File: src/rtl/lsq_sched.sv
// Unified in-order load/store queue feeding a single-outstanding data-memory port.
// Faulting heads raise a one-cycle exception pulse instead of a memory access; loads write back one cycle after rvalid.
module lsq_sched #(
    parameter int C_XLEN  = 32,
    parameter int C_DEPTH = 4
) (
    input  logic              clk_i,
    input  logic              clk_en_i,
    input  logic              resetb_i,
    input  logic              exs_lq_wr_i,
    input  logic              exs_sq_wr_i,
    input  logic [2:0]        exs_funct3_i,
    input  logic [4:0]        exs_regd_addr_i,
    input  logic [C_XLEN-1:0] exs_regs2_data_i,
    input  logic [C_XLEN-1:0] exs_addr_i,
    output logic              exs_full_o,
    output logic              dmem_req_o,
    output logic              dmem_we_o,
    output logic [3:0]        dmem_be_o,
    output logic [C_XLEN-1:0] dmem_addr_o,
    output logic [C_XLEN-1:0] dmem_wdata_o,
    input  logic              dmem_gnt_i,
    input  logic              dmem_rvalid_i,
    input  logic [C_XLEN-1:0] dmem_rdata_i,
    output logic              wb_wr_o,
    output logic [4:0]        wb_addr_o,
    output logic [C_XLEN-1:0] wb_data_o,
    output logic              hvec_lmaf_o,
    output logic              hvec_smaf_o,
    output logic [C_XLEN-1:0] hvec_addr_o
);
    localparam int C_PW = (C_DEPTH > 1) ? $clog2(C_DEPTH) : 1;
    localparam logic [C_PW-1:0] C_PTR_ONE  = 1;
    localparam logic [C_PW:0]   C_CNT_ONE  = 1;
    localparam logic [C_PW:0]   C_CNT_FULL = (C_PW+1)'(C_DEPTH);

    typedef enum logic [1:0] {S_IDLE, S_REQ, S_WAIT} state_t;

    logic              r_is_store [C_DEPTH];
    logic [2:0]        r_funct3   [C_DEPTH];
    logic [4:0]        r_regd     [C_DEPTH];
    logic [C_XLEN-1:0] r_addr     [C_DEPTH];
    logic [C_XLEN-1:0] r_wdata    [C_DEPTH];

    state_t            r_state, w_state_nxt;
    logic [C_PW-1:0]   r_wr_ptr, r_rd_ptr;
    logic [C_PW:0]     r_count;
    logic              r_lmaf, r_smaf, r_wb_wr;
    logic [4:0]        r_wb_addr;
    logic [C_XLEN-1:0] r_wb_data, r_hvec_addr;

    logic              w_push, w_pop, w_fault, w_lmaf, w_smaf, w_wb, w_in_req;
    logic              w_h_st;
    logic [2:0]        w_h_f3;
    logic [4:0]        w_h_regd;
    logic [C_XLEN-1:0] w_h_addr, w_h_wdata, w_shift, w_ld_data, w_wdata_rep;
    logic [3:0]        w_be;

    assign w_h_st    = r_is_store[r_rd_ptr];
    assign w_h_f3    = r_funct3[r_rd_ptr];
    assign w_h_regd  = r_regd[r_rd_ptr];
    assign w_h_addr  = r_addr[r_rd_ptr];
    assign w_h_wdata = r_wdata[r_rd_ptr];

    assign exs_full_o = (r_count == C_CNT_FULL);
    assign w_push     = (exs_lq_wr_i ^ exs_sq_wr_i) & ~exs_full_o;
    assign w_in_req   = (r_state == S_REQ);

    always_comb begin
        w_fault = 1'b0;
        case (w_h_f3)
            3'b000:         w_fault = 1'b0;
            3'b001:         w_fault = w_h_addr[0];
            3'b010:         w_fault = |w_h_addr[1:0];
            3'b100, 3'b101: w_fault = w_h_st | (w_h_f3[0] & w_h_addr[0]);
            default:        w_fault = 1'b1;
        endcase
    end

    always_comb begin
        w_be        = 4'hF;
        w_wdata_rep = w_h_wdata;
        case (w_h_f3[1:0])
            2'b00: begin
                w_be        = 4'b0001 << w_h_addr[1:0];
                w_wdata_rep = {(C_XLEN/8){w_h_wdata[7:0]}};
            end
            2'b01: begin
                w_be        = 4'b0011 << w_h_addr[1:0];
                w_wdata_rep = {(C_XLEN/16){w_h_wdata[15:0]}};
            end
            default: ;
        endcase
    end

    // Read data arrives word-aligned; shift the addressed lane down before extending.
    assign w_shift = dmem_rdata_i >> {w_h_addr[1:0], 3'b000};
    always_comb begin
        w_ld_data = w_shift;
        case (w_h_f3)
            3'b000:  w_ld_data = {{(C_XLEN-8){w_shift[7]}}, w_shift[7:0]};
            3'b001:  w_ld_data = {{(C_XLEN-16){w_shift[15]}}, w_shift[15:0]};
            3'b100:  w_ld_data = {{(C_XLEN-8){1'b0}}, w_shift[7:0]};
            3'b101:  w_ld_data = {{(C_XLEN-16){1'b0}}, w_shift[15:0]};
            default: w_ld_data = w_shift;
        endcase
    end

    assign dmem_req_o   = w_in_req;
    assign dmem_we_o    = w_in_req & w_h_st;
    assign dmem_be_o    = w_in_req ? w_be : 4'b0000;
    assign dmem_addr_o  = w_in_req ? {w_h_addr[C_XLEN-1:2], 2'b00} : '0;
    assign dmem_wdata_o = w_in_req ? w_wdata_rep : '0;

    always_comb begin
        w_state_nxt = r_state;
        w_pop       = 1'b0;
        w_lmaf      = 1'b0;
        w_smaf      = 1'b0;
        w_wb        = 1'b0;
        case (r_state)
            S_IDLE: begin
                if (r_count != '0) begin
                    if (w_fault) begin
                        w_pop  = 1'b1;
                        w_lmaf = ~w_h_st;
                        w_smaf = w_h_st;
                    end else begin
                        w_state_nxt = S_REQ;
                    end
                end
            end
            S_REQ: begin
                if (dmem_gnt_i) begin
                    if (w_h_st) begin
                        w_pop       = 1'b1;
                        w_state_nxt = S_IDLE;
                    end else begin
                        w_state_nxt = S_WAIT;
                    end
                end
            end
            S_WAIT: begin
                if (dmem_rvalid_i) begin
                    w_pop       = 1'b1;
                    w_wb        = 1'b1;
                    w_state_nxt = S_IDLE;
                end
            end
            default: w_state_nxt = S_IDLE;
        endcase
    end

    always_ff @(posedge clk_i) begin
        if (clk_en_i && w_push) begin
            r_is_store[r_wr_ptr] <= exs_sq_wr_i;
            r_funct3[r_wr_ptr]   <= exs_funct3_i;
            r_regd[r_wr_ptr]     <= exs_regd_addr_i;
            r_addr[r_wr_ptr]     <= exs_addr_i;
            r_wdata[r_wr_ptr]    <= exs_regs2_data_i;
        end
    end

    always_ff @(posedge clk_i or negedge resetb_i) begin
        if (!resetb_i) begin
            r_state     <= S_IDLE;
            r_wr_ptr    <= '0;
            r_rd_ptr    <= '0;
            r_count     <= '0;
            r_lmaf      <= 1'b0;
            r_smaf      <= 1'b0;
            r_hvec_addr <= '0;
            r_wb_wr     <= 1'b0;
            r_wb_addr   <= '0;
            r_wb_data   <= '0;
        end else if (clk_en_i) begin
            r_state <= w_state_nxt;
            if (w_push) r_wr_ptr <= r_wr_ptr + C_PTR_ONE;
            if (w_pop)  r_rd_ptr <= r_rd_ptr + C_PTR_ONE;
            case ({w_push, w_pop})
                2'b10:   r_count <= r_count + C_CNT_ONE;
                2'b01:   r_count <= r_count - C_CNT_ONE;
                default: ;
            endcase
            r_lmaf      <= w_lmaf;
            r_smaf      <= w_smaf;
            r_hvec_addr <= (w_lmaf | w_smaf) ? w_h_addr : '0;
            r_wb_wr     <= w_wb;
            r_wb_addr   <= w_wb ? w_h_regd : 5'd0;
            r_wb_data   <= w_wb ? w_ld_data : '0;
        end
    end

    assign wb_wr_o     = r_wb_wr;
    assign wb_addr_o   = r_wb_addr;
    assign wb_data_o   = r_wb_data;
    assign hvec_lmaf_o = r_lmaf;
    assign hvec_smaf_o = r_smaf;
    assign hvec_addr_o = r_hvec_addr;
endmodule
File: config.mk
export PLATFORM = sky130hd
export DESIGN_NAME = lsq_sched
export DESIGN_NICKNAME = d
export VERILOG_FILES = /design/src/rtl/lsq_sched.sv
export SDC_FILE = /design/constraint.sdc
export NUM_CORES = 1
export LEC_CHECK = 0
export ABC_AREA = 0
export CAP_MARGIN = 20
export CORE_MARGIN = 2
export CORE_UTILIZATION = 40
export DETAILED_ROUTE_END_ITERATION = 16
export PLACE_DENSITY = 0.61
export REMOVE_ABC_BUFFERS = 1
export SYNTH_ARGS = -nofsm -noshare
export SYNTH_HDL_FRONTEND = slang
export SYNTH_SLANG_ARGS = --single-unit
File: constraint.sdc
create_clock -name clk_i -period 4 [get_ports clk_i]
set_input_delay 0.8 -clock clk_i [delete_from_list [all_inputs] [get_ports clk_i]]
set_output_delay 0.8 -clock clk_i [all_outputs]
set_load 0.02 [all_outputs]
# Yosys cells after proc, flatten, opt, wreduce, memory -nomap -nowiden
# Memory sizes are Yosys's and may differ from the RTL's.
# Cells that the tools add are included.
classes:
  reduce_logical: 12
  addsub: 4
  muxes: 32
  bitwise: 8
  n_shift: 3
  n_eq_ne: 14
ops:
  columns: ["op", "count"]
  rows:
  - ["$mux 32", 4]
  - ["$pmux 32 s4", 1]
  - ["$pmux 32 s2", 1]
  - ["$shr 32x5->32", 1]
  - ["$mux 1", 14]
  - ["$mux 2", 5]
  - ["$eq 3x3->1 const B", 3]
  - ["$ne 2x2->1 const B", 4]
  - ["$pmux 4 s2", 1]
  - ["$eq 2x1->1 const B", 3]
  - ["$pmux 2 s3", 1]
  - ["$pmux 3 s2", 1]
  - ["$reduce_and 2->1", 3]
  - ["$mux 5", 1]
  - ["$reduce_and 5->1", 1]
  - ["$add 2x1->2 const B", 2]
  - ["$eq 2x2->1 const B", 2]
  - ["$logic_not 2->1", 2]
  - ["$mux 4", 1]
  - ["$pmux 1 s4", 1]
  - ["$reduce_or 2->1", 2]
  - ["$shl 1x2->4 const A", 1]
  - ["$shl 2x2->4 const A", 1]
  - ["$add 3x1->3 const B", 1]
  - ["12 further kinds", 16]
totals:
  elab_cells: 88
  reg_bits: 81
  n_memories: 5
  input_bits: 111
  output_inout_bits: 143
  mem_bits_rw: 292
mem_list:
  columns: ["name", "words", "width", "rd", "rd_clocked_by_memory_dff", "write_ports", "line", "source"]
  rows:
  - ["r_addr", 4, 32, 1, 0, 1, "42", "logic [C_XLEN-1:0] r_addr [C_DEPTH];"]
  - ["r_wdata", 4, 32, 1, 0, 1, "43", "logic [C_XLEN-1:0] r_wdata [C_DEPTH];"]
  - ["r_regd", 4, 5, 1, 0, 1, "41", "logic [4:0] r_regd [C_DEPTH];"]
  - ["r_funct3", 4, 3, 1, 0, 1, "40", "logic [2:0] r_funct3 [C_DEPTH];"]
  - ["r_is_store", 4, 1, 1, 0, 1, "39", "logic r_is_store [C_DEPTH];"]

# Depth between registers and ports, before layout
# Gate-level depths: netlist of the first run.
# An unclocked memory read counts as a cell.
depth:
  ltp_word: 10
  mapped_depth: 12
  depth_no_buf: 10

# Worst setup path before layout of the first run
# Ideal clock, no wire load.
synth_timing:
  kind: "input to register"
  from: "input port exs_lq_wr_i"
  to: "memory r_addr[0][0] (enable)"
  arrival_time_ns: 3.014
  required_ns: 3.561
  stages: 4
  setup_ns: 0.439
  slack_ns: 0.547
  path_cell_list: "xor2_1 > nand2b_1 > nor2_1 > and2_1"
synth_via:
  elab_chain_cells: 5
synth_lines:
  columns: ["element", "line", "source"]
  rows:
  - ["from (decl)", "10", "input logic exs_lq_wr_i,"]
  - ["$xor 1x1->1", "66", "assign w_push = (exs_lq_wr_i ^ exs_sq_wr_i) & ~exs_full_o;"]
  - ["$and 1x1->1", "66", null]
  - ["$logic_and 1x1->1", "155", "if (clk_en_i && w_push) begin"]
  - ["$mux 1", "155", null]
  - ["$mux 1 (not written as such)", "159", "r_addr[r_wr_ptr] <= exs_addr_i;"]
  - ["to (decl)", "42", null]
# Every way passes these cells.

# Worst setup path in the final report of the first run
layout_timing:
  from: "register r_rd_ptr[0]"
  to: "output port dmem_be_o[3]"
layout_via:
  elab_chain_cells: 4
  word_cells_on_any_way: 8
  cone_classes: "1 x eq/ne; 2 x shift; 2 x mux; 1 x reduce/logical; 2 x memory"
layout_lines:
  columns: ["element", "line", "source"]
  rows:
  - ["from (decl)", "46", "logic [C_PW-1:0] r_wr_ptr, r_rd_ptr;"]
  - ["from (signal assigned)", "179", "if (w_pop) r_rd_ptr <= r_rd_ptr + C_PTR_ONE;"]
  - ["$mem_v2 4x32 / $mem_v2 4x3 (equally long branches)", null, null]
  - ["$shl 2x2->4 (tied with other cells)", "89", "w_be = 4'b0011 << w_h_addr[1:0];"]
  - ["$pmux 4 s2 *", "83", "case (w_h_f3[1:0])"]
  - ["$mux 4 *", "111", "assign dmem_be_o = w_in_req ? w_be : 4'b0000;"]
  - ["to (decl)", "19", "output logic [3:0] dmem_be_o,"]
# Every way passes the cells marked *; elsewhere a longest branch is shown, timed or not.

==> results by group, run 1 <==
Outcome
  – Status: finished, final reports clean

Timing
  – RSZ-0062 raised after global routing: false
  – Setup TNS: 0 ns
  – Setup Viol. Count Final: 0
  – Worst setup margin: 0.174 ns
  – Max Freq: 261 MHz
  – Final Hold Viols: 0
  – Worst Tran Pin Value: 0.929 ns
  – Slew Limit Fails: 0
  – Hold WS: 0.251 ns
  – Worst relative slew slack: 38.0%
  – Clock Skew: 0.0187 ns
  – Min Tclk post-route: 3.83 ns
  – Crit share post-route: 95.6%

Synthesis
  – Post-synth EDFFs: 292
  – Synth Instances: 842
  – Synth warn: 0
  – Ys flop type: edfxtp_1
  – Sequential cell area fraction in the yosys report: 71.9%
  – Mapped Area: 15,000 um^2
  – Ys async rst share: 21.7%
  – Post-synthesis register bit count: 373
  – Post-Syn Area per Cell: 17.8 um^2
  – Synth unique cells: 50

Setup path
  – Worst reg-to-reg setup slack: 0.63 ns
  – Crit-path max FO: 18
  – WP data arrival: 3.03 ns
  – Slowest stage cell, crit path: clkdlybuf4s50_1
  – Reg2Reg Depth: 12
  – Critical Path End Type: primary output
  – Critical Path Max Stage Delay: 0.66 ns
  – Crit-path cells: mux4_2 -> buf_4 -> o21ai_0 -> a21oi_1 -> clkdlybuf4s50_1
  – WP data required: 3.20 ns
  – Worst Path Class, Setup: reg2out
  – Worst reg2reg endpoint: r_count[2]$_DFFE_PN0P_
  – Startpoint types: flip-flop
  – Startpoint of the worst-slack reg-to-reg timing path: r_rd_ptr[0]$_DFFE_PN0P_

Detailed routing
  – Iter 0 DRT Violations: 531
  – ANT nets after route: 0
  – Routed WL per cell: 23.0 um
  – Remaining DRCs: 0
  – Total Wirelength: 37.3 mm
  – DR pass1 iterations: 5
  – Avg Vias per Cell: 5.47
  – Vias: 8,869

Floorplanning
  – Die area: 39,100 um^2
  – Initial Utilization: 40.8%
  – Io pins: 254
  – DIE WIDTH: 198 um
  – Die Ht: 198 um
  – Row cnt: 70
  – CORE AREA: 36,800 um^2

Cells and area
  – P&R area growth vs syn: 31.4%
  – End-of-flow core utilization: 53.7%
  – Commonest non-fill, non-tap cell in the layout: edfxtp_1
  – # nets final: 1,236
  – Filler cells: 2,979
  – Area of the multi-input gates: 3980 um^2
  – Register Area: 10,800 um^2
  – Commonest non-fill, non-tap cells in the layout: edfxtp_1, clkdlybuf4s50_1, dfrtp_1
  – Layout cells sized above 1: 16.6%

Global routing
  – Total gr overflow: 0
  – Initial antenna violation count: 5
  – Largest net degree at the start of global routing: 45
  – Number of global-route vias before repair: 9,256
  – GRT Util Overall: 19.2%
  – First-pass GRT wire length: 56.3 mm

Power
  – Power per Cell Area: 708 nW/um^2
  – Clock power frac: 26.9%
  – Switch Pwr: 0.00460 W
  – Peak supply drop: 474 uV
  – Pint: 0.00937 W
  – Net Sw Frac: 33.0%
  – Leak: 6.97 nW
  – Part of the power in registers: 35.7%
  – Combinational power share: 37.5%

Flow run
  – Max Cap Viol: 0

Clocking
  – CTS H-tree lvls: 2
  – CTS clk-pin slew, worst paths: 0.05 ns
  – Root Buffer: clkbuf_16
  – Clk Latency, worst-skew pair: 0.55 ns
  – CTS Sinks: 373
  – TritonCTS clock tree: yes
  – Total CTS buffers: 41
  – Clock buffer depth: 3
  – CTS Hold Buffers Added: 0

Placement
  – Port Buffer Count: 251
  – Routability cong.: 0.790
  – Place WS: 0.544 ns
  – Half-perimeter wire length after placement: 23.8 mm

Min path
  – Hold Path Class: in2async
cells by family after synthesis:
group | after synthesis | synth area share [%]
xor+xnor | 8 | 0.466
simple gates | 141 | 4.77
buf+inv | 74 | 2.02
fa+ha+maj | 6 | 0.550
flops | 373 | 71.9
compound gates | 138 | 7.50
mux | 101 | 12.8
other cells | 1 | 0.0250
state kept, by name, summed over array words and instances, names as in the netlist:
register     cells
r_state          2
r_rd_ptr         2
r_wdata        128
hvec_addr_o     32
r_regd          20
r_is_store       4
wb_data_o       32
wb_addr_o        5
r_addr         128
hvec_smaf_o      1
r_count          3
r_wr_ptr         2
wb_wr_o          1
r_funct3        12
hvec_lmaf_o      1
power groups by stage:
stage / registers, W / clock network (W) / logic (W)
finish: 0.00498 / 0.00375 / 0.00523
global route: 0.00503 / 0.00400 / 0.00566
CTS: 0.00500 / 0.00385 / 0.00533
detailed placement: 0.00506 / 0 / 0.00525
global placement: 0.00504 / 0 / 0.00522
floorplan: 0.00538 / 0 / 0.00280
per-stage QoR:
step | instances | area (um^2) | total power (W)
after CTS | 1617 | 19700 | 0.0142
after global placement | 1538 | 18300 | 0.0103
after detailed placement | 1538 | 18300 | 0.0103
after floorplan | 785 | 14800 | 0.00818
final | 1620 | 19700 | 0.0140
after global routing | 1618 | 19700 | 0.0147
metal layers:
metal | global-route usage, % | part of all wire, % | up-vias
li1 | - | - | 3938
met2 | 32.3 | 49 | 277
met4 | 4.79 | 1.8 | 6
met5 | 0 | 0.12 | -
met1 | 24.8 | 42 | 4594
met3 | 5.13 | 6.8 | 54
final cells by class:
cell class,instances,area share [%]
Tap cell,468,2.97
Clock inverter,16,1.10
Sequential cell,373,54.7
Multi-Input combinational cell,397,20.2
Timing Repair Buffer,290,14.9
Antenna cell,2,0.0254
Inverter,16,0.304
Clock buffer,58,5.77
synth_stat cells (5+ instances only):
cell type    n  area [um^2]
and2_1      43          269
mux2i_1     26          260
o2bb2ai_1    8         70.1
mux4_2      73         1640
nor2b_1      9         56.3
o21ai_0      8         40.0
a22oi_1      7         52.6
nand2_1     52          195
a221o_1      9         90.1
a211oi_1    15          113
ha_1         5         62.6
clkbuf_1    42          158
o221ai_1     8         70.1
dfrtp_1     81         2030
inv_1       16         60.1
buf_1        5         18.8
nor2_1      16         60.1
edfxtp_1   292         8770
a32o_1      33          330
buf_2        8         40.0
a21oi_1     27          135
a22o_1      12          105
worst max-delay path: cells and delay by family (launching register included):
family,cells,cell delay [ns]
compound gates,2,0.27
buf+inv,2,0.99
mux,1,0.63
flops,1,0.58
worst max path at each step:
| stage | from | end | slack [ns] | cells past startpoint |
|---|---|---|---|---|
| 6_report | r_rd_ptr[0]$_DFFE_PN0P_ | dmem_be_o[3] | 0.17 | 5 |
| 5_1_grt | r_rd_ptr[0]$_DFFE_PN0P_ | dmem_wdata_o[28] | 0.01 | 5 |
| 4_1_cts | r_rd_ptr[0]$_DFFE_PN0P_ | dmem_wdata_o[13] | 0.04 | 6 |
| 3_5_place_dp | r_rd_ptr[1]$_DFFE_PN0P_ | dmem_wdata_o[30] | 0.54 | 5 |
| 3_3_place_gp | r_rd_ptr[0]$_DFFE_PN0P_ | dmem_wdata_o[28] | 0.54 | 5 |
| 2_1_floorplan | r_rd_ptr[0]$_DFFE_PN0P_ | dmem_wdata_o[24] | -2.44 | 4 |
repair_timing:
item	in CTS	in global routing
buffers inserted	4	1
gates cloned	1	0
endpoints found under the setup margin	7	7
gates resized for setup	2	2
pin swaps	0	0
(Power assumes the default switching activity.)
==> run 2, diff against run 1 <==
--- a/config.mk
+++ b/config.mk
@@ -7,7 +7,6 @@
 export LEC_CHECK = 0
 export ABC_AREA = 0
 export CAP_MARGIN = 20
-export CORE_MARGIN = 2
 export CORE_UTILIZATION = 40
 export DETAILED_ROUTE_END_ITERATION = 16
 export PLACE_DENSITY = 0.61
==> run 2 against run 1 <==
Compared with the run above: first-iteration DRC count shrank 4.3%; register-to-register slack lost 0.05 ns; clock power shrank 3%; sequential cell count is the same; fmax is essentially flat; worst hold slack lost 0.078 ns; cell count shrank 0.12%; die area shrank 2.0%; clock skew is essentially flat; critical endpoint is now dmem_wdata_o[25]; largest cell class unchanged; highest routed layer unchanged.
==> results by group, run 2 (synthesized netlist as in run 1, its figures left out) <==
Cells and area
  – # nets final: 1,231 (-0.40%)
  – Final Cell Area: 19,700 um^2 (-0.43%)
  – Commonest non-fill, non-tap cells in the layout: edfxtp_1, clkdlybuf4s50_1, dfrtp_1
  – Largest regs: r_addr (128), r_wdata (128)
  – Final std cells w/o fill: 1,618 (-0.12%)
  – P&R area growth vs syn: 30.8%
  – Filler cells: 3,026 (+1.6%)
  – Area of the multi-input gates: 3970 um^2 (-0.38%)
  – Layout cells sized above 1: 16.1% (-0.55 points)
  – Register Area: 10,800 um^2 (unchanged)
  – Commonest non-fill, non-tap cell in the layout: edfxtp_1

Detailed routing
  – Iter 0 DRT Violations: 508 (-4.3%)
  – Remaining DRCs: 0 (unchanged)
  – Total Wirelength: 36.6 mm (-2.0%)
  – ANT nets after route: 0 (unchanged)
  – Vias: 8,751 (-1.3%)
  – Avg Vias per Cell: 5.41 (-1.2%)
  – Routed WL per cell: 22.6 um (-1.9%)
  – DR pass1 iterations: 5 (unchanged)

Power
  – Combinational power share: 37.6% (about the same)
  – Part of the power in registers: 36.1% (+0.4 points)
  – Overall Power: 0.0138 W (-1.3%)
  – Peak supply drop: 439 uV (-7.5%)
  – Power per Cell Area: 701 nW/um^2 (-0.91%)
  – Leak: 6.92 nW (-0.63%)
  – Pint: 0.00924 W (-1.4%)
  – Clock power frac: 26.4% (-0.5 points)
  – Net Sw Frac: 33.0% (+0.042 points)
  – Switch Pwr: 0.00455 W (-1.2%)

Clocking
  – CTS clk-pin slew, worst paths: 0.06 ns (about the same)
  – Clk Latency, worst-skew pair: 0.54 ns (about the same)
  – CTS Hold Buffers Added: 0 (unchanged)
  – Root Buffer: clkbuf_16
  – CTS H-tree lvls: 2 (unchanged)
  – Clock buffer depth: 3 (unchanged)
  – TritonCTS clock tree: yes
  – CTS Sinks: 373 (unchanged)
  – Total CTS buffers: 41 (unchanged)

Timing
  – Worst Tran Pin Value: 0.936 ns (+0.00712 ns)
  – Setup Viol. Count Final: 0 (unchanged)
  – Worst relative slew slack: 37.4% (-0.62 points)
  – Slew Limit Fails: 0 (unchanged)
  – Hold WS: 0.173 ns (-0.0780 ns)
  – Crit share post-route: 95.6% (about the same)
  – Max Freq: 262 MHz (about the same)
  – RSZ-0062 raised after global routing: false
  – Final Hold Viols: 0 (unchanged)
  – Clock Skew: 0.0183 ns (-0.000353 ns)
  – Min Tclk post-route: 3.82 ns (-0.00290 ns)
  – Worst setup margin: 0.177 ns (+0.00290 ns)

Placement
  – Post-place instance area: 18,300 um^2 (-0.22%)
  – Port Buffer Count: 251 (unchanged)
  – Placed insts: 1,535 (-0.20%)
  – Half-perimeter wire length after placement: 23.4 mm (-1.7%)
  – Routability cong.: 0.799 (+1.2%)
  – Place WS: 0.419 ns (-0.125 ns)

Global routing
  – First-pass GRT wire length: 55.8 mm (-0.86%)
  – Total gr overflow: 0 (unchanged)
  – Largest net degree at the start of global routing: 74 (+64%)
  – GRT Util Overall: 19.3% (+0.11 points)
  – Initial antenna violation count: 6 (+1)
  – Number of global-route vias before repair: 9,264 (+0.086%)

Setup path
  – Worst Path Class, Setup: reg2out
  – Critical Path End Type: primary output
  – CP startpoint: r_rd_ptr[0]$_DFFE_PN0P_
  – Reg2Reg Depth: 9 (-3)
  – Worst reg-to-reg setup slack: 0.58 ns (-0.05 ns)
  – Startpoint of the worst-slack reg-to-reg timing path: r_rd_ptr[0]$_DFFE_PN0P_
  – Startpoint types: flip-flop
  – WP data arrival: 3.02 ns (about the same)
  – WP data required: 3.20 ns (about the same)
  – Crit-path max FO: 17 (-1)

Floorplanning
  – Row cnt: 70 (unchanged)
  – Io pins: 254 (unchanged)
  – DIE WIDTH: 196 um (-1.0%)
  – Initial Utilization: 40.8% (unchanged)
  – Die area: 38,300 um^2 (-2.0%)
  – CORE AREA: 36,800 um^2 (unchanged)
  – Die Ht: 196 um (-1.0%)

Flow run
  – Max Cap Viol: 0 (unchanged)

Outcome
  – Status: finished, final reports clean

Min path
  – Hold Path Class: in2async
==> run 2: cell types whose count changed in the layout (fill, tap and decap cells not counted), sizes merged <==
cell,delta
clkinvlp,+1
bufinv,-1
mux4,-1
clkinv,+8
clkbuf,-7
buf,-4
diode,+2
==> run 2: stage by stage <==
stage	utilization, %	setup TNS, ns
after floorplan	-	-185.25
after global placement	49.7	0
after detailed placement	49.7	0
after CTS	53.2	0
after global routing	53.4	0
final	53.4	0
==> run 2: layer usage <==
layer / share of wire [%] / routed length, um / global-route usage [%] / vias up
li1: - / - / - / 3926
met5: 0.060 / 22 / 0 / -
met3: 7.5 / 2760 / 5.04 / 51
met1: 42 / 15500 / 25.5 / 4478
met2: 48 / 17700 / 31.9 / 292
met4: 1.7 / 606 / 4.80 / 4
==> run 2: final timing paths <==
check / end
max: dmem_wdata_o[25]
min: hvec_addr_o[6]$_DFFE_PN0P_
max reg2reg: r_count[1]$_DFFE_PN0P_
min reg2reg: wb_data_o[7]$_DFFE_PN0P_
max in group asynchronous: r_rd_ptr[0]$_DFFE_PN0P_
min in group clk_i: wb_data_o[7]$_DFFE_PN0P_
==> run 2: repair_timing <==
action	4_1_cts	5_1_grt
resized for setup	1	2
endpoints found under the setup margin	10	5
buffers inserted	1	2
==> run 2: area by class of cell <==
class                           count  share of cell area [%]
Antenna cell                        4                  0.0509
Clock buffer                       51                    5.63
Tap cell                          468                    2.98
Multi-Input combinational cell    396                    20.2
Inverter                           16                   0.306
Sequential cell                   373                    55.0
Timing Repair Buffer              286                    14.9
Clock inverter                     24                    1.01
==> run 2: power groups by stage <==
| stage | registers (W) | clock network [W] | logic (W) |
|---|---|---|---|
| 2_1_floorplan | 0.00538 | 0 | 0.00280 |
| 3_3_place_gp | 0.00505 | 0 | 0.00517 |
| 3_5_place_dp | 0.00507 | 0 | 0.00519 |
| 4_1_cts | 0.00498 | 0.00373 | 0.00525 |
| 5_1_grt | 0.00502 | 0.00388 | 0.00559 |
| 6_report | 0.00497 | 0.00363 | 0.00518 |
==> run 2: worst max-delay path, cell delays in order, from the launching register on <==
cell	delay, ns
dfrtp_4	0.54
mux2_2	0.38
o21ai_4	0.31
buf_4	0.31
nor2_1	0.07
a211oi_1	0.22
clkdlybuf4s50_1	0.64
